## config.mk

```make
export PLATFORM = sky130hd
export DESIGN_NAME = hazard_ctrl
export DESIGN_NICKNAME = d
export VERILOG_FILES = /design/src/rtl/hazard_ctrl.sv
export SDC_FILE = /design/constraint.sdc
export NUM_CORES = 1
export LEC_CHECK = 0
export BUFFER_PORTS_ARGS = -buffer_cell sky130_fd_sc_hd__buf_4
export CAP_MARGIN = 20
export CORE_MARGIN = 2
export CORE_UTILIZATION = 52
export DETAILED_ROUTE_END_ITERATION = 16
export MAX_ROUTING_LAYER = met4
export PLACE_DENSITY = 0.9
export SYNTH_ARGS = -nofsm -noshare
export SYNTH_HDL_FRONTEND = slang
export SYNTH_SLANG_ARGS = --single-unit
```

## constraint.sdc

```tcl
create_clock -name clk_i -period 2.7 [get_ports clk_i]
set_clock_uncertainty 0.2 [all_clocks]
set_input_delay 0.54 -clock clk_i [delete_from_list [all_inputs] [get_ports clk_i]]
set_output_delay 0.54 -clock clk_i [all_outputs]
set_load 0.01 [all_outputs]
```

## src/rtl/hazard_ctrl.sv

```systemverilog
// Hazard, forwarding and memory-wait sequencing for the five-stage RV32 pipe.
// Optional EX operand forwarding is enabled by defining HAZARD_FORWARD_EN.
module hazard_ctrl (
   input  logic        clk_i,
   input  logic        rst_i,
   input  logic        id_valid_i,
   input  logic [4:0]  id_rs1_i,
   input  logic [4:0]  id_rs2_i,
   input  logic        id_rs1_used_i,
   input  logic        id_rs2_used_i,
   input  logic [4:0]  id_rd_i,
   input  logic        id_reg_wen_i,
   input  logic        id_mem_ren_i,
   input  logic        ex_redirect_i,
   input  logic        dmem_req_i,
   input  logic        dmem_ready_i,
   output logic        stall_if_o,
   output logic        stall_id_o,
   output logic        flush_if_o,
   output logic        flush_id_o,
   output logic        freeze_o,
   output logic [1:0]  fwd_a_o,
   output logic [1:0]  fwd_b_o,
   output logic [31:0] stall_cnt_o
);

   localparam int unsigned XLEN  = 32;
   localparam int unsigned REG_W = 5;
   localparam int unsigned FWD_W = 2;

   typedef struct packed {
      logic             valid;
      logic [REG_W-1:0] rd;
      logic             wen;
      logic             is_load;
      logic [REG_W-1:0] rs1;
      logic [REG_W-1:0] rs2;
      logic             rs1_used;
      logic             rs2_used;
   } shadow_t;

   typedef enum logic {
      ST_IDLE = 1'b0,
      ST_WAIT = 1'b1
   } mem_state_e;

   mem_state_e       state_q, state_d;
   shadow_t          ex_q, ex_d;
   shadow_t          mem_q, mem_d;
   shadow_t          wb_q, wb_d;
   logic [XLEN-1:0]  cnt_q, cnt_d;
   shadow_t          id_s;

   logic             freeze_c;
   logic             load_use_c;
   logic             hit_ex_c;
   logic             hit_mem_c;
   logic             stall_if_c;
   logic             stall_id_c;
   logic             flush_if_c;
   logic             flush_id_c;
   logic [FWD_W-1:0] fwd_a_c;
   logic [FWD_W-1:0] fwd_b_c;
   logic             unused_shadow;

   // A stage is a hazard source only if it really writes a non-x0 register.
   function automatic logic produces(input shadow_t s);
      return s.valid && s.wen && (s.rd != '0);
   endfunction

   function automatic logic src_hit(input shadow_t prod, input logic [REG_W-1:0] rs,
                                    input logic used);
      return produces(prod) && used && (rs == prod.rd);
   endfunction

   assign id_s = '{valid:    id_valid_i,
                   rd:       id_rd_i,
                   wen:      id_reg_wen_i,
                   is_load:  id_mem_ren_i,
                   rs1:      id_rs1_i,
                   rs2:      id_rs2_i,
                   rs1_used: id_rs1_used_i,
                   rs2_used: id_rs2_used_i};

   // Memory wait state register
   always_ff @(posedge clk_i or posedge rst_i) begin
      if (rst_i) begin
         state_q <= ST_IDLE;
      end else begin
         state_q <= state_d;
      end
   end

   // Memory wait next state and freeze
   always_comb begin
      state_d  = state_q;
      freeze_c = 1'b0;
      case (state_q)
         ST_IDLE: begin
            if (dmem_req_i && !dmem_ready_i) begin
               state_d  = ST_WAIT;
               freeze_c = 1'b1;
            end
         end
         ST_WAIT: begin
            if (dmem_ready_i) begin
               state_d = ST_IDLE;
            end else begin
               freeze_c = 1'b1;
            end
         end
         default: state_d = ST_IDLE;
      endcase
   end

   assign hit_ex_c  = src_hit(ex_q, id_rs1_i, id_rs1_used_i) ||
                      src_hit(ex_q, id_rs2_i, id_rs2_used_i);
   assign hit_mem_c = src_hit(mem_q, id_rs1_i, id_rs1_used_i) ||
                      src_hit(mem_q, id_rs2_i, id_rs2_used_i);

`ifdef HAZARD_FORWARD_EN
   // MEM result wins over WB; a load still in MEM never forwards.
   function automatic logic [FWD_W-1:0] fwd_sel(input logic [REG_W-1:0] rs, input logic used,
                                                input shadow_t mem_s, input shadow_t wb_s);
      if (src_hit(mem_s, rs, used) && !mem_s.is_load) begin
         return FWD_W'(1);
      end else if (src_hit(wb_s, rs, used)) begin
         return FWD_W'(2);
      end
      return FWD_W'(0);
   endfunction

   assign load_use_c = id_valid_i && ex_q.is_load && hit_ex_c;
   assign fwd_a_c    = ex_q.valid ? fwd_sel(ex_q.rs1, ex_q.rs1_used, mem_q, wb_q) : '0;
   assign fwd_b_c    = ex_q.valid ? fwd_sel(ex_q.rs2, ex_q.rs2_used, mem_q, wb_q) : '0;
`else
   // Without forwarding any in-flight producer ahead of WB blocks the consumer.
   assign load_use_c = id_valid_i && (hit_ex_c || hit_mem_c);
   assign fwd_a_c    = '0;
   assign fwd_b_c    = '0;
`endif

   // Stall/flush priority: freeze, then redirect, then load-use
   always_comb begin
      stall_if_c = 1'b0;
      stall_id_c = 1'b0;
      flush_if_c = 1'b0;
      flush_id_c = 1'b0;
      if (freeze_c) begin
         stall_if_c = 1'b0;
      end else if (ex_redirect_i) begin
         flush_if_c = 1'b1;
         flush_id_c = 1'b1;
      end else if (load_use_c) begin
         stall_if_c = 1'b1;
         stall_id_c = 1'b1;
         flush_id_c = 1'b1;
      end
   end

   // Shadow stage advance, held as a whole while frozen
   always_comb begin
      ex_d  = ex_q;
      mem_d = mem_q;
      wb_d  = wb_q;
      if (!freeze_c) begin
         wb_d  = mem_q;
         mem_d = ex_q;
         ex_d  = id_s;
         if (!id_valid_i || stall_id_c || flush_id_c) begin
            ex_d = '0;
         end
      end
   end

   assign cnt_d = (stall_if_c || freeze_c) ? cnt_q + XLEN'(1) : cnt_q;

   // Shadow pipe and stall counter registers
   always_ff @(posedge clk_i or posedge rst_i) begin
      if (rst_i) begin
         ex_q  <= '0;
         mem_q <= '0;
         wb_q  <= '0;
         cnt_q <= '0;
      end else begin
         ex_q  <= ex_d;
         mem_q <= mem_d;
         wb_q  <= wb_d;
         cnt_q <= cnt_d;
      end
   end

   // Some shadow fields are only consumed in one build flavour.
   assign unused_shadow = ^{ex_q, mem_q, wb_q};

   assign stall_if_o  = stall_if_c;
   assign stall_id_o  = stall_id_c;
   assign flush_if_o  = flush_if_c;
   assign flush_id_o  = flush_id_c;
   assign freeze_o    = freeze_c;
   assign fwd_a_o     = fwd_a_c;
   assign fwd_b_o     = fwd_b_c;
   assign stall_cnt_o = cnt_q;

endmodule

```

# Yosys cells after proc, flatten, opt, wreduce, memory -nomap -nowiden
# Cells that the tools add are included.
# Widths: inputs -> output; s select.
[word_totals]
ff_bits = 47
latch_bits = 0
ramBits = 0
mem_bits_ro = 0
inputBits = 25
out_inout_bits = 41
word_cells = 49
n_memories = 0
[op_classes]
n_addsub = 1
n_mul = 0
n_div = 0
n_lt_le_gt_ge = 0
n_eq_ne = 4
shift = 0
n_mux = 11
bitwise = 1
n_reduce_logical = 24
[op_table]
columns = ["cell", "count"]
rows = [
  ["$add 32x1->32 const B", 1],
  ["$eq 5x5->1", 4],
  ["$mux 20", 1],
  ["$logic_and 1x1->1", 14],
  ["$reduce_bool 5->1", 2],
  ["$mux 1", 9],
  ["$logic_or 1x1->1", 6],
  ["$logic_not 1->1", 2],
  ["$pmux 1 s2", 1],
  ["$not 1->1", 1],
]

# Depth between registers and ports, before layout
# Gate-level depths: netlist (run 1).
[depth]
depth_word = 13
ltp_mapped = 8
ltp_nobuf = 7

# Worst setup path before layout (run 1)
# No wires, ideal clock.
[synth_timing]
kind = "input to output"
startpoint = "input dmem_req_i"
endpoint = "output flush_id_o"
arrival_ps = 1694
required_ps = 1960
setup_slack_ps = 266
stages = 6
n_path_buf = 2
cell_sequence = "nor2_1 -> or2_2 -> clkbuf_1 -> inv_1 -> clkbuf_1 -> nor2_1"
[synth_between]
elab_chain_cells = 4
[synth_rtl]
columns = ["item", "line", "source"]
rows = [
  ["start, declared", "15", "input logic dmem_req_i,"],
  ["$logic_and 1x1->1", "100", "if (dmem_req_i && !dmem_ready_i) begin"],
  ["$mux 1", "100", ""],
  ["$pmux 1 s2", "98", "case (state_q)"],
  ["named net freeze_o", "21", "output logic freeze_o,"],
  ["$mux 1", "149", "if (freeze_c) begin"],
  ["end, declared", "20", "output logic flush_id_o,"],
]
# The timed path passes the listed nets, and every way through them passes these cells.

# Worst setup path after layout (run 1)
[layout_timing]
startpoint = "register ex_q[14] (netlist name)"
endpoint = "output flush_id_o"
[layout_between]
elab_chain_cells = 10
[layout_rtl]
columns = ["item", "line", "source"]
rows = [
  ["start, declared", "48", "shadow_t ex_q, ex_d;"],
  ["start signal, assigned", "181", "ex_q <= '0;"],
  ["start signal, assigned", "186", "ex_q <= ex_d;"],
  ["$reduce_bool 5->1", "68", "return s.valid && s.wen && (s.rd != '0);"],
  ["$logic_and 1x1->1", "68", ""],
  ["$logic_and 1x1->1 (2 in a row)", "73", "return produces(prod) && used && (rs == prod.rd);"],
  ["$logic_or 1x1->1 (*)", "116", "assign hit_ex_c = src_hit(ex_q, id_rs1_i, id_rs1_used_i) ||"],
  ["$logic_or 1x1->1 (*)", "138", "assign load_use_c = id_valid_i && (hit_ex_c || hit_mem_c);"],
  ["$logic_and 1x1->1 (*)", "138", ""],
  ["$mux 1 (*)", "154", "end else if (load_use_c) begin"],
  ["$mux 1 (*)", "151", "end else if (ex_redirect_i) begin"],
  ["$mux 1 (*)", "149", ""],
]
# Every way passes the cells marked *; elsewhere a longest branch is shown, timed or not.

==> metrics.cfg, run 1 <==
[finish]
nets=330
area_growth_pct=27.5
diodes=0
fill_cells=356
layout-drive-gt1-share_pct=32.6

[place]
dpl.hpwl_um=3750
portBuffers=60
gp_congestion=0.928

[clock_network]
h-tree-depth=2
clk_latency_ns=0.31
cts_max_path_buffers=2
clock_sinks=47
numCtsBuffers=5
clockRootBuffer=clkbuf_8
path_clk_slew_ns=0.08
tritoncts=done

[floorplan]
die-area_um2=5290
die_width_um=72.7
ios=66
fp.dieH_um=72.7
core_area_um2=4440
rows=24
start_util_pct=55.2

[routing]
firstDrtPassIters=4
first_iter_violations=156
via_per_inst=5.34
ant_nets=0
vias=1901
wire_per_inst_um=14.5
drc=0
wl_um=5170

[worst_setup_path]
worstPathArrival_ns=1.96
crit_path_cell_trace=or3_1 -> o311a_1 -> a22oi_2 -> nor2b_2 -> nor2_1 -> nor2_1 -> buf_4
cpMaxStageDelayCell=dfrtp_1
cp.depth=7
critPathKind=reg2out
r2r-start=ex_q[15]
end_kind=output pin
required_ns=1.96
path_max_fanout=3
endpoint=flush_id_o
rr_worst_depth=9
r2r_slack_ns=0.17
crit_start=ex_q[14]
startpoint_type=flip-flop
cp.buffers_inverters=1
cp_top_family=simple AND/OR/NAND/NOR gates
r2r_end=stall_cnt_o[21]
max_stage_delay_ns=0.38
crit_path_frequent_cell=nor2_1

[sta]
tns_ns=-0.000405
setup_slack_ns=-0.000405
fin_hold_ws_ns=0.243
period_share_pct=100
rsz0062_at_grt=true
setup_viol=1
hold_viol=0
max_freq_mhz=370
fin_crit_ns=2.70
final_max_slew_viol_count=0

[power]
power_per_cell_area_nw_per_um2=544
irDropWorstVdd_uv=520
p_leak_nw=1.57

[global_route]
grt_use_total_pct=21.2
grt_pass1_vias=1776
grt_overflow_total=0
antenna_found_initial=0
grt_max_degree=25
grt_pass1_wl_um=8350

[synth]
ys_warn_count=0
yosysSeqAreaShare_pct=47.9
syn_avg_cell_area_um2=10.6
synth_cells=231
synth_cell_types=37
syn_area_um2=2450
ys_ff_latch=47

[run]
cap_violations=0

[run_status]
failed_checks=negative setup slack
status=complete, but fails checks

[worst_hold_path]
min_path_type=in2reg

metal layers:
metal	global-route usage [%]	up-vias	part of all wire, %
li1	-	924	-
met1	27.4	927	43
met2	33.2	41	50
met3	4.42	9	4.0
met4	7.82	0	2.2
met5	-	-	0
how the worst min path moves through the flow:
stage / depth (start not counted) / start / to
2_1_floorplan: 2 / mem_q[19] / mem_q[19]
5_1_grt: 2 / id_rd_i[1] / ex_q[15]
3_3_place_gp: 2 / mem_q[13] / mem_q[13]
3_5_place_dp: 2 / mem_q[19] / mem_q[19]
6_report: 2 / id_reg_wen_i / ex_q[13]
4_1_cts: 2 / id_rd_i[1] / ex_q[15]
synth_stat cells, drive strengths merged:
master | n | area share [%]
o311a | 2 | 0.82
a21o | 1 | 0.31
or3 | 2 | 0.51
nand3 | 7 | 1.6
a22oi | 1 | 0.51
and2 | 3 | 0.82
nor4b | 5 | 2.0
o22ai | 2 | 0.51
and3 | 8 | 2.0
nand2b | 2 | 0.51
nand2 | 38 | 5.8
nor2 | 10 | 1.6
nor3b | 3 | 0.92
nor4 | 8 | 4.1
ha | 1 | 0.51
or2 | 1 | 0.26
o21a | 1 | 0.61
dfrtp | 47 | 48
xor2 | 22 | 7.8
inv | 4 | 0.61
buf | 8 | 2.4
nand4 | 8 | 2.7
nor2b | 1 | 0.26
o21ai | 1 | 0.20
clkbuf | 3 | 0.46
nor3 | 5 | 1.0
mux2 | 1 | 0.46
a22o | 6 | 2.1
xnor2 | 29 | 10
conb | 1 | 0.15
flip-flops by register name, indices dropped and copies added (netlist names):
register / flops
state_q: 1
stall_cnt_o: 32
ex_q: 7
mem_q: 7
what timing repair did:
item	CTS	global route
endpoints found under the hold margin	9	0
resized for setup	1	1
setup buffers	6	0
hold buffers	1	0
pin swaps	1	0
setup endpoints to repair	3	2
logic make-up (layout without fill, tap and decap cells):
kind of cell	count (synthesis)	after routing	synth area share, %
AND/OR/NAND/NOR	101	101	24.2
AO/OA/AOI/OAI	14	14	5.10
multiplexers	1	1	0.459
other	1	4	0.153
adder cells (fa/ha/maj)	1	1	0.510
flip-flops	47	47	47.9
buffers and inverters	15	85	3.52
XOR/XNOR	51	51	18.2
power breakdown:
group	internal [mW]	switching (mW)	total (mW)	leakage, nW
sequential	0.773	0.0762	0.849	0.615
combinational	0.193	0.157	0.349	0.899
clock	0.272	0.231	0.502	0.0513
total	1.24	0.464	1.70	1.57
final cells by class:
type                            instances  area, µm²  share of cell area [%]
Timing Repair Buffer                   74        558                    17.8
Sequential cell                        47       1180                    37.6
Inverter                                4       15.0                   0.480
Clock inverter                          1       30.0                   0.960
Clock buffer                            6       72.6                    2.32
Multi-Input combinational cell        172       1210                    38.7
Tap cell                               52       65.1                    2.08
through the flow:
step / std cells / total power [mW] / utilization [%] / setup WS [ns] / cell area [µm²]
final: 356 / 1.70 / 70.4 / -0.000405 / 3130
after global routing: 356 / 1.78 / 70.4 / -0.112 / 3130
after CTS: 356 / 1.71 / 70.3 / -0.00320 / 3120
after detailed placement: 342 / 1.21 / 66.7 / 0.146 / 2960
after global placement: 342 / 1.20 / 66.7 / 0.184 / 2960
after floorplan: 234 / 1.05 / - / 0.266 / 2470
worst register-to-register path: stages (launching register included):
cell     delay (ns)
dfrtp_1        0.39
buf_4          0.16
xnor2_1        0.16
nand4_1        0.11
o22ai_1        0.24
a22oi_2        0.12
buf_4          0.16
o21a_4         0.30
nor4b_1        0.42
xor2_1         0.18
cells in the final DEF (no fill, tap or decap), drive strengths merged, types with 7 or more instances in the layout:
cell and count:
nor2 10, nand4 8, dfrtp 47, xor2 22, and3 8, buf 73, xnor2 29, nand3 7
nand2 38, nor4 8
Power figures use the tool's default switching activity.
==> run 2, diff against run 1 <==
Settings changed: CORE_UTILIZATION 52 to 51, PLACE_DENSITY 0.9 to 0.89.
==> run 2 against run 1 <==
  * The run still ends with negative setup slack left
  * Via count unchanged
  * Worst hold slack worse by 0.062 ns
  * Register-to-register slack about the same
  * Utilization decreased by 4.1 points
  * Power up 0.93%
  * First-iteration DRC count fell by 15%
  * Sequential power hardly changed
  * Count of clock-buffer cells in the layout is 1 lower
  * Die area increased by 1.9%
  * Non-clock buffer count is 3 lower
  * Wire length decreased by 1.2%
  * Largest cell class unchanged
  * Largest power group unchanged
==> metrics.cfg, run 2 (synthesized netlist as in run 1, its figures left out) <==
[routing]
wl_um=5110
first_iter_violations=133
drc=0
vias=1901
via_per_inst=5.34
wire_per_inst_um=14.3
ant_nets=0
firstDrtPassIters=4

[sta]
fin_crit_ns=2.75
setup_slack_ns=-0.0483
max_freq_mhz=364
hold_viol=0
slew_headroom_pct=61.1
rsz0062_at_grt=true
fin_hold_ws_ns=0.181
tns_ns=-0.105
period_share_pct=102
final_max_slew_viol_count=0
worst-slew-pin-transition_ns=0.584
setup_viol=3

[finish]
final_common_cell=buf_4
instances_no_fill=356
final_cell_mix=buf_4 (71), dfrtp_1 (47), nand2_1 (38)
largest_reg_flops=32
nets=327
layout-drive-gt1-share_pct=32.5
area_growth_pct=26.7
diodes=0
design_area_um2=3110

[worst_setup_path]
end_kind=output pin
critPathKind=reg2out
worstPathArrival_ns=2.01
required_ns=1.96
path_max_fanout=4
startpoint_type=flip-flop
cpMaxStageDelayCell=dfrtp_1
max_stage_delay_ns=0.39
crit_path_frequent_cell=nor2_1
crit_path_cell_trace=or3_1 -> o311a_1 -> a22oi_2 -> nor2b_2 -> nor2_1 -> nor2_1 -> buf_4

[power]
p_leak_nw=1.56
irDropWorstVdd_uv=499
power_mw=1.72
power_per_cell_area_nw_per_um2=552

[floorplan]
fp.dieH_um=73.4
die-area_um2=5380
die_width_um=73.4
start_util_pct=52.3
ios=66
core_area_um2=4690
rows=25

[clock_network]
clock_sinks=47
h-tree-depth=2
numCtsBuffers=5
cts_hold_buf=0
clockRootBuffer=clkbuf_8
path_clk_slew_ns=0.10
clk_latency_ns=0.31
cts_max_path_buffers=2
tritoncts=done

[run_status]
status=complete, but fails checks
failed_checks=negative setup slack

[global_route]
grt_max_degree=48
grt_overflow_total=0
grt_pass1_vias=1790
grt_pass1_wl_um=8040
grt_use_total_pct=19.9
antenna_found_initial=0

[place]
placed_area_um2=2970
gp_congestion=0.880
place_inst=344
dpl.hpwl_um=3670
portBuffers=60

[worst_hold_path]
min_path_type=in2async

[run]
cap_violations=0

[run 2: changes by cell type in the layout (fill, tap and decap cells not counted), sizes merged]
| cell | change |
|---|---|
| dlygate4sd3 | -1 |
| buf | -2 |
| clkbuf | -1 |
| clkinv | +2 |
[run 2: worst paths after layout]
path / depth (start not counted) / slack, ns / endpoint / from
worst min-delay path: 3 / 0.18 / stall_cnt_o[27] / rst_i
worst max-delay path: 7 / -0.05 / flush_id_o / mem_q[14]
min in group clk_i: 2 / 0.25 / ex_q[18] / id_rd_i[4]
max in group asynchronous: 3 / 1.73 / stall_cnt_o[5] / rst_i
worst min register to register: 2 / 0.29 / mem_q[13] / mem_q[13]
worst max register to register: 8 / 0.16 / stall_cnt_o[31] / mem_q[14]
[run 2: where the power goes]
part | internal [mW] | leakage [nW] | switching (mW)
Combinational | 0.191 | 0.886 | 0.157
Sequential | 0.773 | 0.615 | 0.0767
Clock | 0.276 | 0.0581 | 0.244
Total | 1.24 | 1.56 | 0.477
[run 2: through the flow]
step | utilization, % | worst slack, ns
global placement | 63.2 | 0.184
detailed placement | 63.2 | 0.124
global route | 66.3 | -0.157
finish | 66.3 | -0.0483
CTS | 66.3 | -0.0490
floorplan | - | 0.266
[run 2: worst max-delay path: cells and delay by family, from the launching register on]
family | cells | cell delay (ns)
compound gates | 2 | 0.60
buf+inv | 1 | 0.13
flops | 1 | 0.39
simple gates | 4 | 0.59
[run 2: layout make-up]
| type | instances | area (µm²) |
|---|---|---|
| clock buffers | 5 | 68.8 |
| well taps | 54 | 67.6 |
| fillers | 387 | 1580 |
| clock inverters | 3 | 43.8 |
| flip-flops and latches | 47 | 1180 |
| inverters | 4 | 15.0 |
| repair buffers | 71 | 533 |
| multi-input cells | 172 | 1210 |
[run 2: per-layer routing]
metal  GRT usage, %  part of all wire [%]  vias up
met4           6.46                   1.5        0
met1           24.8                    43      925
li1               -                     -      918
met3           3.70                   4.1        8
met2           33.0                    51       50
met5              -                     0        -
[run 2: repair_timing]
| item | 4_1_cts | 5_1_grt |
|---|---|---|
| setup buffers | 4 | 0 |
| endpoints found under the setup margin | 3 | 3 |
| pin swaps | 1 | 0 |
| resized for setup | 1 | 0 |
